`config.mk`:
```
export PLATFORM = sky130hd
export DESIGN_NAME = fifo_rd_streamer
export DESIGN_NICKNAME = d
export VERILOG_FILES = /design/src/rtl/fifo_stream_pkg.sv /design/src/rtl/rd_return_buf.sv /design/src/rtl/fifo_rd_streamer.sv
export SDC_FILE = /design/constraint.sdc
export NUM_CORES = 1
export LEC_CHECK = 0
export CORE_AREA = 5 5 188 190
export CTS_CLUSTER_DIAMETER = 30
export CTS_CLUSTER_SIZE = 28
export DETAILED_ROUTE_END_ITERATION = 10
export DIE_AREA = 0 0 193 195
export PLACE_DENSITY = 0.52
export SLEW_MARGIN = 10
export SYNTH_ARGS = -nofsm -noshare
export SYNTH_HDL_FRONTEND = slang
export SYNTH_SLANG_ARGS = --single-unit
```
`constraint.sdc`:
```
create_clock -name clk -period 8.69 [get_ports clk]
set_input_delay 1.3035 -clock clk [delete_from_list [all_inputs] [get_ports clk]]
set_output_delay 1.3035 -clock clk [all_outputs]
set_load 0.005 [all_outputs]
```
`src/rtl/fifo_stream_pkg.sv`:
```
// fifo_stream_pkg: shared widths, lane ratio helpers and datapath types for the FIFO drain stream.
package fifo_stream_pkg;
    localparam int IN_W_DEF  = 128;
    localparam int OUT_W_DEF = 32;

    function automatic int calc_ratio(input int iw, input int ow);
        return iw / ow;
    endfunction

    function automatic int idx_w(input int n);
        return (n > 1) ? $clog2(n) : 1;
    endfunction

    localparam int RATIO = calc_ratio(IN_W_DEF, OUT_W_DEF);

    typedef logic [idx_w(RATIO)-1:0] lane_idx_t;
    typedef logic [IN_W_DEF-1:0]     word_t;
    typedef logic [OUT_W_DEF-1:0]    beat_t;
endpackage

```
`src/rtl/rd_return_buf.sv`:
```
// rd_return_buf: issues credit-limited FIFO reads and parks returning words in a circular buffer.
module rd_return_buf
    import fifo_stream_pkg::*;
#(
    parameter int IN_W      = IN_W_DEF,
    parameter int RD_LAT    = 1,
    parameter int BUF_DEPTH = 2
) (
    input  logic            clk,
    input  logic            rst,
    input  logic            i_fifo_empty,
    output logic            o_fifo_rden,
    input  logic [IN_W-1:0] i_fifo_rddata,
    input  logic            i_pop,
    output logic [IN_W-1:0] o_head,
    output logic            o_valid,
    output logic            o_busy
);
    localparam int PW = idx_w(BUF_DEPTH);
    localparam int CW = $clog2(BUF_DEPTH + RD_LAT + 1) + 1;

    logic [RD_LAT-1:0] sr_q, sr_d;
    logic [PW-1:0]     wr_ptr_q, wr_ptr_d, rd_ptr_q, rd_ptr_d;
    logic [CW-1:0]     cnt_q, cnt_d, inflight;
    logic [IN_W-1:0]   mem_q [BUF_DEPTH];
    logic [IN_W-1:0]   mem_d [BUF_DEPTH];
    logic              tail;

    function automatic logic [PW-1:0] wrap_inc(input logic [PW-1:0] p);
        return (p == PW'(BUF_DEPTH - 1)) ? '0 : p + 1'b1;
    endfunction

    // Reads are only issued while every outstanding word is guaranteed a buffer slot.
    always_comb begin
        inflight = '0;
        for (int i = 0; i < RD_LAT; i++) inflight = inflight + CW'(sr_q[i]);
        tail        = sr_q[RD_LAT-1];
        o_fifo_rden = rst && !i_fifo_empty && (inflight + cnt_q < CW'(BUF_DEPTH));
        sr_d        = (sr_q << 1) | RD_LAT'(o_fifo_rden);
        mem_d       = mem_q;
        if (tail) mem_d[wr_ptr_q] = i_fifo_rddata;
        wr_ptr_d    = tail ? wrap_inc(wr_ptr_q) : wr_ptr_q;
        rd_ptr_d    = i_pop ? wrap_inc(rd_ptr_q) : rd_ptr_q;
        cnt_d       = cnt_q + CW'(tail) - CW'(i_pop);
        o_valid     = cnt_q != '0;
        o_head      = mem_q[rd_ptr_q];
        o_busy      = (inflight != '0) || o_valid;
    end

    always_ff @(posedge clk or negedge rst) begin
        if (!rst) begin
            sr_q     <= '0;
            wr_ptr_q <= '0;
            rd_ptr_q <= '0;
            cnt_q    <= '0;
        end else begin
            sr_q     <= sr_d;
            wr_ptr_q <= wr_ptr_d;
            rd_ptr_q <= rd_ptr_d;
            cnt_q    <= cnt_d;
        end
    end

    always_ff @(posedge clk) mem_q <= mem_d;

    assert property (@(posedge clk) disable iff (!rst) cnt_q <= CW'(BUF_DEPTH));
endmodule

```
`src/rtl/fifo_rd_streamer.sv`:
```
// fifo_rd_streamer: drains wide FIFO words and serializes them into narrow valid/ready beats,
// least-significant lane first, counting fully delivered words.
module fifo_rd_streamer
    import fifo_stream_pkg::*;
#(
    parameter int IN_W      = IN_W_DEF,
    parameter int OUT_W     = OUT_W_DEF,
    parameter int RD_LAT    = 1,
    parameter int BUF_DEPTH = 2
) (
    input  logic             clk,
    input  logic             rst,
    output logic             o_fifo_rden,
    input  logic [IN_W-1:0]  i_fifo_rddata,
    input  logic             i_fifo_empty,
    output logic [OUT_W-1:0] o_data,
    output logic             o_valid,
    input  logic             i_ready,
    output logic             o_last,
    output logic             o_busy,
    output logic [31:0]      o_word_cnt
);
    localparam int R  = calc_ratio(IN_W, OUT_W);
    localparam int LW = idx_w(R);

    logic [IN_W-1:0] head;
    logic            valid, hs, pop, lane_last;
    logic [LW-1:0]   lane_q, lane_d;
    logic [31:0]     word_cnt_q, word_cnt_d;

    rd_return_buf #(
        .IN_W     (IN_W),
        .RD_LAT   (RD_LAT),
        .BUF_DEPTH(BUF_DEPTH)
    ) u_buf (
        .clk          (clk),
        .rst          (rst),
        .i_fifo_empty (i_fifo_empty),
        .o_fifo_rden  (o_fifo_rden),
        .i_fifo_rddata(i_fifo_rddata),
        .i_pop        (pop),
        .o_head       (head),
        .o_valid      (valid),
        .o_busy       (o_busy)
    );

    // The head word leaves the buffer only once its final lane is accepted.
    always_comb begin
        lane_last  = lane_q == LW'(R - 1);
        hs         = valid && i_ready;
        pop        = hs && lane_last;
        lane_d     = hs ? (lane_last ? '0 : lane_q + 1'b1) : lane_q;
        word_cnt_d = word_cnt_q + 32'(pop);
        o_valid    = valid;
        o_last     = valid && lane_last;
        o_data     = valid ? head[lane_q*OUT_W +: OUT_W] : '0;
        o_word_cnt = word_cnt_q;
    end

    always_ff @(posedge clk or negedge rst) begin
        if (!rst) begin
            lane_q     <= '0;
            word_cnt_q <= '0;
        end else begin
            lane_q     <= lane_d;
            word_cnt_q <= word_cnt_d;
        end
    end
endmodule

```
# Word-level counts from Yosys, hierarchy flattened
# Index checks and enable logic that the tools add are counted.
[totals]
regBits = 296
inputBits = 132
output_inout_bits = 68
[op_classes]
add_sub_neg = 6
n_lt_le_gt_ge = 4
n_eq_ne = 1
n_shift = 1
muxes = 10
bitwise = 2
n_reduce_logical = 9
[op_table]
columns = ["operator", "count"]
rows = [
  ["$mux W128", 4],
  ["$bwmux W256", 1],
  ["$demux W128 S1", 1],
  ["$shiftx A128 B8 Y32", 1],
  ["$add A32 B1 Y32", 1],
  ["$mux W32", 1],
  ["$logic_and A1 B1 Y1", 6],
  ["$ge A2 B2 Y1 const B", 2],
  ["$not A1 Y2", 2],
  ["$add A3 B1 Y3", 1],
  ["$lt A3 B2 Y1 const B", 1],
  ["$reduce_bool A3 Y1", 1],
  ["$sub A3 B1 Y3", 1],
  ["$add A1 B1 Y1 const B", 2],
  ["$add A2 B1 Y2 const B", 1],
  ["$eq A2 B2 Y1 const B", 1],
  ["$lt A2 B1 Y1 const B", 1],
  ["$mux W1", 2],
  ["$mux W2", 1],
  ["$logic_not A1 Y1", 1],
  ["$logic_or A1 B1 Y1", 1],
]

# Logic depth before layout (Yosys ltp)
[depth]
ltp_word = 6
ltp_mapped = 9
ltp_nobuf = 9

# Modules after synthesis
# From an unflattened synthesis, not the netlist that was laid out.
[unflattened]
hier_cells = 642
hier_area_um2 = 12167.9
[modules_own_cells]
columns = ["mod", "instances", "cells_each", "area_each_um2"]
rows = [
  ["rd_return_buf", 1, 422, 9570.4],
  ["fifo_rd_streamer", 1, 220, 2597.5],
]

# Worst setup path after synthesis
# No wires, ideal clock.
[synth_path]
path_type = "register -> register"
start = "reg, netlist name u_buf.wr_ptr_q"
end = "reg u_buf.mem_q[128] (netlist bit), enable pin"
arrival_time_ns = 6.058
required_time_ns = 8.058
path_slack_ns = 2.000
path_stages_with_launch = 2
path_buffers = 0
period_less_slack_ns = 6.690
cell_sequence = "dfrtp_1 > nor2b_1"
[synth_rtl]
columns = ["element", "line", "text"]
rows = [
  ["to (signal assigned)", "rd_return_buf.sv:64", "always_ff @(posedge clk) mem_q <= mem_d;"],
  ["to (decl)", "rd_return_buf.sv:25", "logic [IN_W-1:0] mem_q [BUF_DEPTH];"],
]

# Worst setup path in the final report
[layout_path]
start = "reg lane_q[0]"
end = "out o_data[1]"
[layout_via]
elab_chain_len = 2
[layout_lines]
columns = ["element", "line", "text"]
rows = [
  ["from (decl)", "fifo_rd_streamer.sv:28", "logic [LW-1:0] lane_q, lane_d;"],
  ["from (signal assigned)", "fifo_rd_streamer.sv:65", "lane_q <= lane_d;"],
  ["$shiftx A128 B8 Y32", "fifo_rd_streamer.sv:56", "o_data = valid ? head[lane_q*OUT_W +: OUT_W] : '0;"],
  ["$mux W32", "fifo_rd_streamer.sv:56", ""],
  ["to (decl)", "fifo_rd_streamer.sv:16", "output logic [OUT_W-1:0] o_data,"],
]
# Every way passes these cells.

==> metrics.txt <==
area grow syn2layout 43.07%; Post-Syn Area about 0.012 mm²; maximum operating frequency a little over 200 MHz; Synth Register Bits 296; hold_buf cts 0; Final Max Tran Viols 0; Synth Warn # 0; antenna violations before repair 4; 1st-iter DRT viols 230; CTS sink count around 300; Yosys cell types 31; syn nets 700; # Post-CTS Setup Buffers 0; number of global-route vias before repair 7,160; Post-synth top cells 256 x edfxtp_1, 64 x mux4_2, 40 x dfrtp_1; Register Area about 0.0087 mm²; max cap viols 0; CTS max path bufs 3; count leader, synth edfxtp_1; worst path arrival time around 3.5 ns; WL final 26,440 µm; placed insts 1,191; WL per Instance between 20 and 25 µm; ys async rst share 0.1351; endpoints failing hold 0; RSZ-0062 raised after global routing false; hold crit path type reg -> reg; Avg Synthesized Cell Area around 21 µm²; dpl hpwl 16,630 µm; Vias ~6,200; diode count 0; Synth Flop Type edfxtp_1; vias per inst 4.685; H-tree Lvls 3; largest net degree at the start of global routing 85; final worst path period share 0.5547; Period minus WS final about 4.8 ns; P_leak slightly below 6 nW; worst IR drop on VDD 0.1715 mV; first-pass GRT wire length 40,600 µm; Yosys top cell area share 0.6665; Finished Layout Cells 1,322; gpl congestion 0.7387; Req. time, crit path 7.39 ns; die area about 0.038 mm²; site row count 67; GRT Util Overall 0.1418; placed standard-cell area 0.01402 mm²; total CTS buffers 74; post-route ant nets 0; Design Area, Final 0.01650 mm²; core area 0.03328 mm²; status complete, no violations; WHS Path Cells 1; Mapped Cells 560; setup_tns 0 ns; Max Fanout on Critical Path 34; Seq/Total Area, Yosys 0.7533; CP endpoint kind output pin; EDFF count, synth 256; GR Overflow Total 0; clk root buf clkbuf_16; final setup vio count 0; layout cells sized above 1 0.2334; fill count 2,833; I/O pin total 200; startpoint types register; post-CTS sizing 0; Reg2Reg Depth 10; CTS tree done; Die H 195 µm; clk_skew 0.01810 ns; DR DRC count 0; Setup CP Type reg -> out; Pre-antenna DRT Iters 4; Pwr Density 336.4 mW/mm²; Worst slew margin 0.2100; PortBufs ~200; area taken by multi-input logic gates 0.002711 mm²; top post-synthesis cells by area edfxtp_1 67%, mux4_2 12%, dfrtp_1 8.7%; clk slew on worst S/H paths 0.04 ns; Die X-Extent 193 µm; Worst-Skew Late Latency between 0.5 and 0.6 ns; Final nets 959; Starting Density 0.3466; Worst-Margin Slew 1.185 ns; top cell type by total area after synthesis edfxtp_1
metal layers:
layer / share of wire / global-route usage / vias to the layer above
met5: 0.0019 / 0 / -
met4: 0.028 / 0.05848 / 8
met3: 0.064 / 0.04875 / 67
met2: 0.51 / 0.2379 / 191
met1: 0.40 / 0.1666 / 3128
li1: - / - / 2800
power breakdown:
group | internal, mW | switching, mW | total (mW)
clock | 1.84 | 0.813 | 2.65
sequential | 1.66 | 0.174 | 1.84
combinational | 0.664 | 0.395 | 1.06
total | 4.17 | 1.38 | 5.55
worst max-delay path: stages (launching register included):
cell and delay, ns:
dfrtp_4 0.86, buf_4 0.69, mux4_2 0.58, mux2i_1 0.16, nor2_1 0.09, clkdlybuf4s50_1 0.52
layout by cell type, fill, tap and decap left out, drive strengths merged, types with 9 or more instances in the layout:
cell,instances
clkbuf,84
dfrtp,40
xnor2,26
nand3,10
bufinv,9
nand2,11
mux2i,32
edfxtp,256
clkdlybuf4s50,198
mux4,64
clkinv,28
nor2,41
nand4,15
logic make-up after synthesis:
group | share of synthesized area
DFF | 0.7533
muxes | 0.1537
and+or+nand+nor | 0.04480
xor gates and xnor gates | 0.02582
buffers and inverters | 0.01302
adders and majority gates | 0.008679
AOI/OAI and AO/OA | 0.0006511
path summary, 6_finish.rpt:
path	start	to	slack, ns
worst max-delay path	lane_q[0]	o_data[1]	3.87
worst min-delay path	o_word_cnt[31]	o_word_cnt[31]	0.48
worst max register to register	u_buf.cnt_q[2]	o_word_cnt[10]	5.25
worst min register to register	o_word_cnt[31]	o_word_cnt[31]	0.48
max in group asynchronous	rst	lane_q[0]	7.11
min in group asynchronous	rst	o_word_cnt[1]	0.89
sequential cells by signal, indices dropped and copies added (netlist names):
signal	count
u_buf.mem_q	256
u_buf.cnt_q	3
lane_q	2
u_buf.sr_q	1
u_buf.rd_ptr_q	1
o_word_cnt	32
u_buf.wr_ptr_q	1
through the flow:
| step | utilization | power (mW) | hold slack [ns] | setup slack (ns) |
|---|---|---|---|---|
| floorplan | - | 2.444 | 0.4531 | 2.000 |
| global placement | 0.4213 | 2.932 | 0.4626 | 4.406 |
| detailed placement | 0.4213 | 2.958 | 0.4811 | 4.367 |
| CTS | 0.4958 | 5.654 | 0.4872 | 3.747 |
| global route | 0.4958 | 5.813 | 0.5052 | 3.564 |
| finish | 0.4958 | 5.551 | 0.4810 | 3.869 |
cell type report:
cell class / count / area share
Clock buffer: 84 / 0.1157
Clock inverter: 47 / 0.03465
Inverter: 5 / 0.001137
Sequential cell: 296 / 0.5271
Timing Repair Buffer: 205 / 0.1231
Multi-Input combinational cell: 237 / 0.1643
Tap cell: 448 / 0.03397
(Power assumes the default switching activity.)
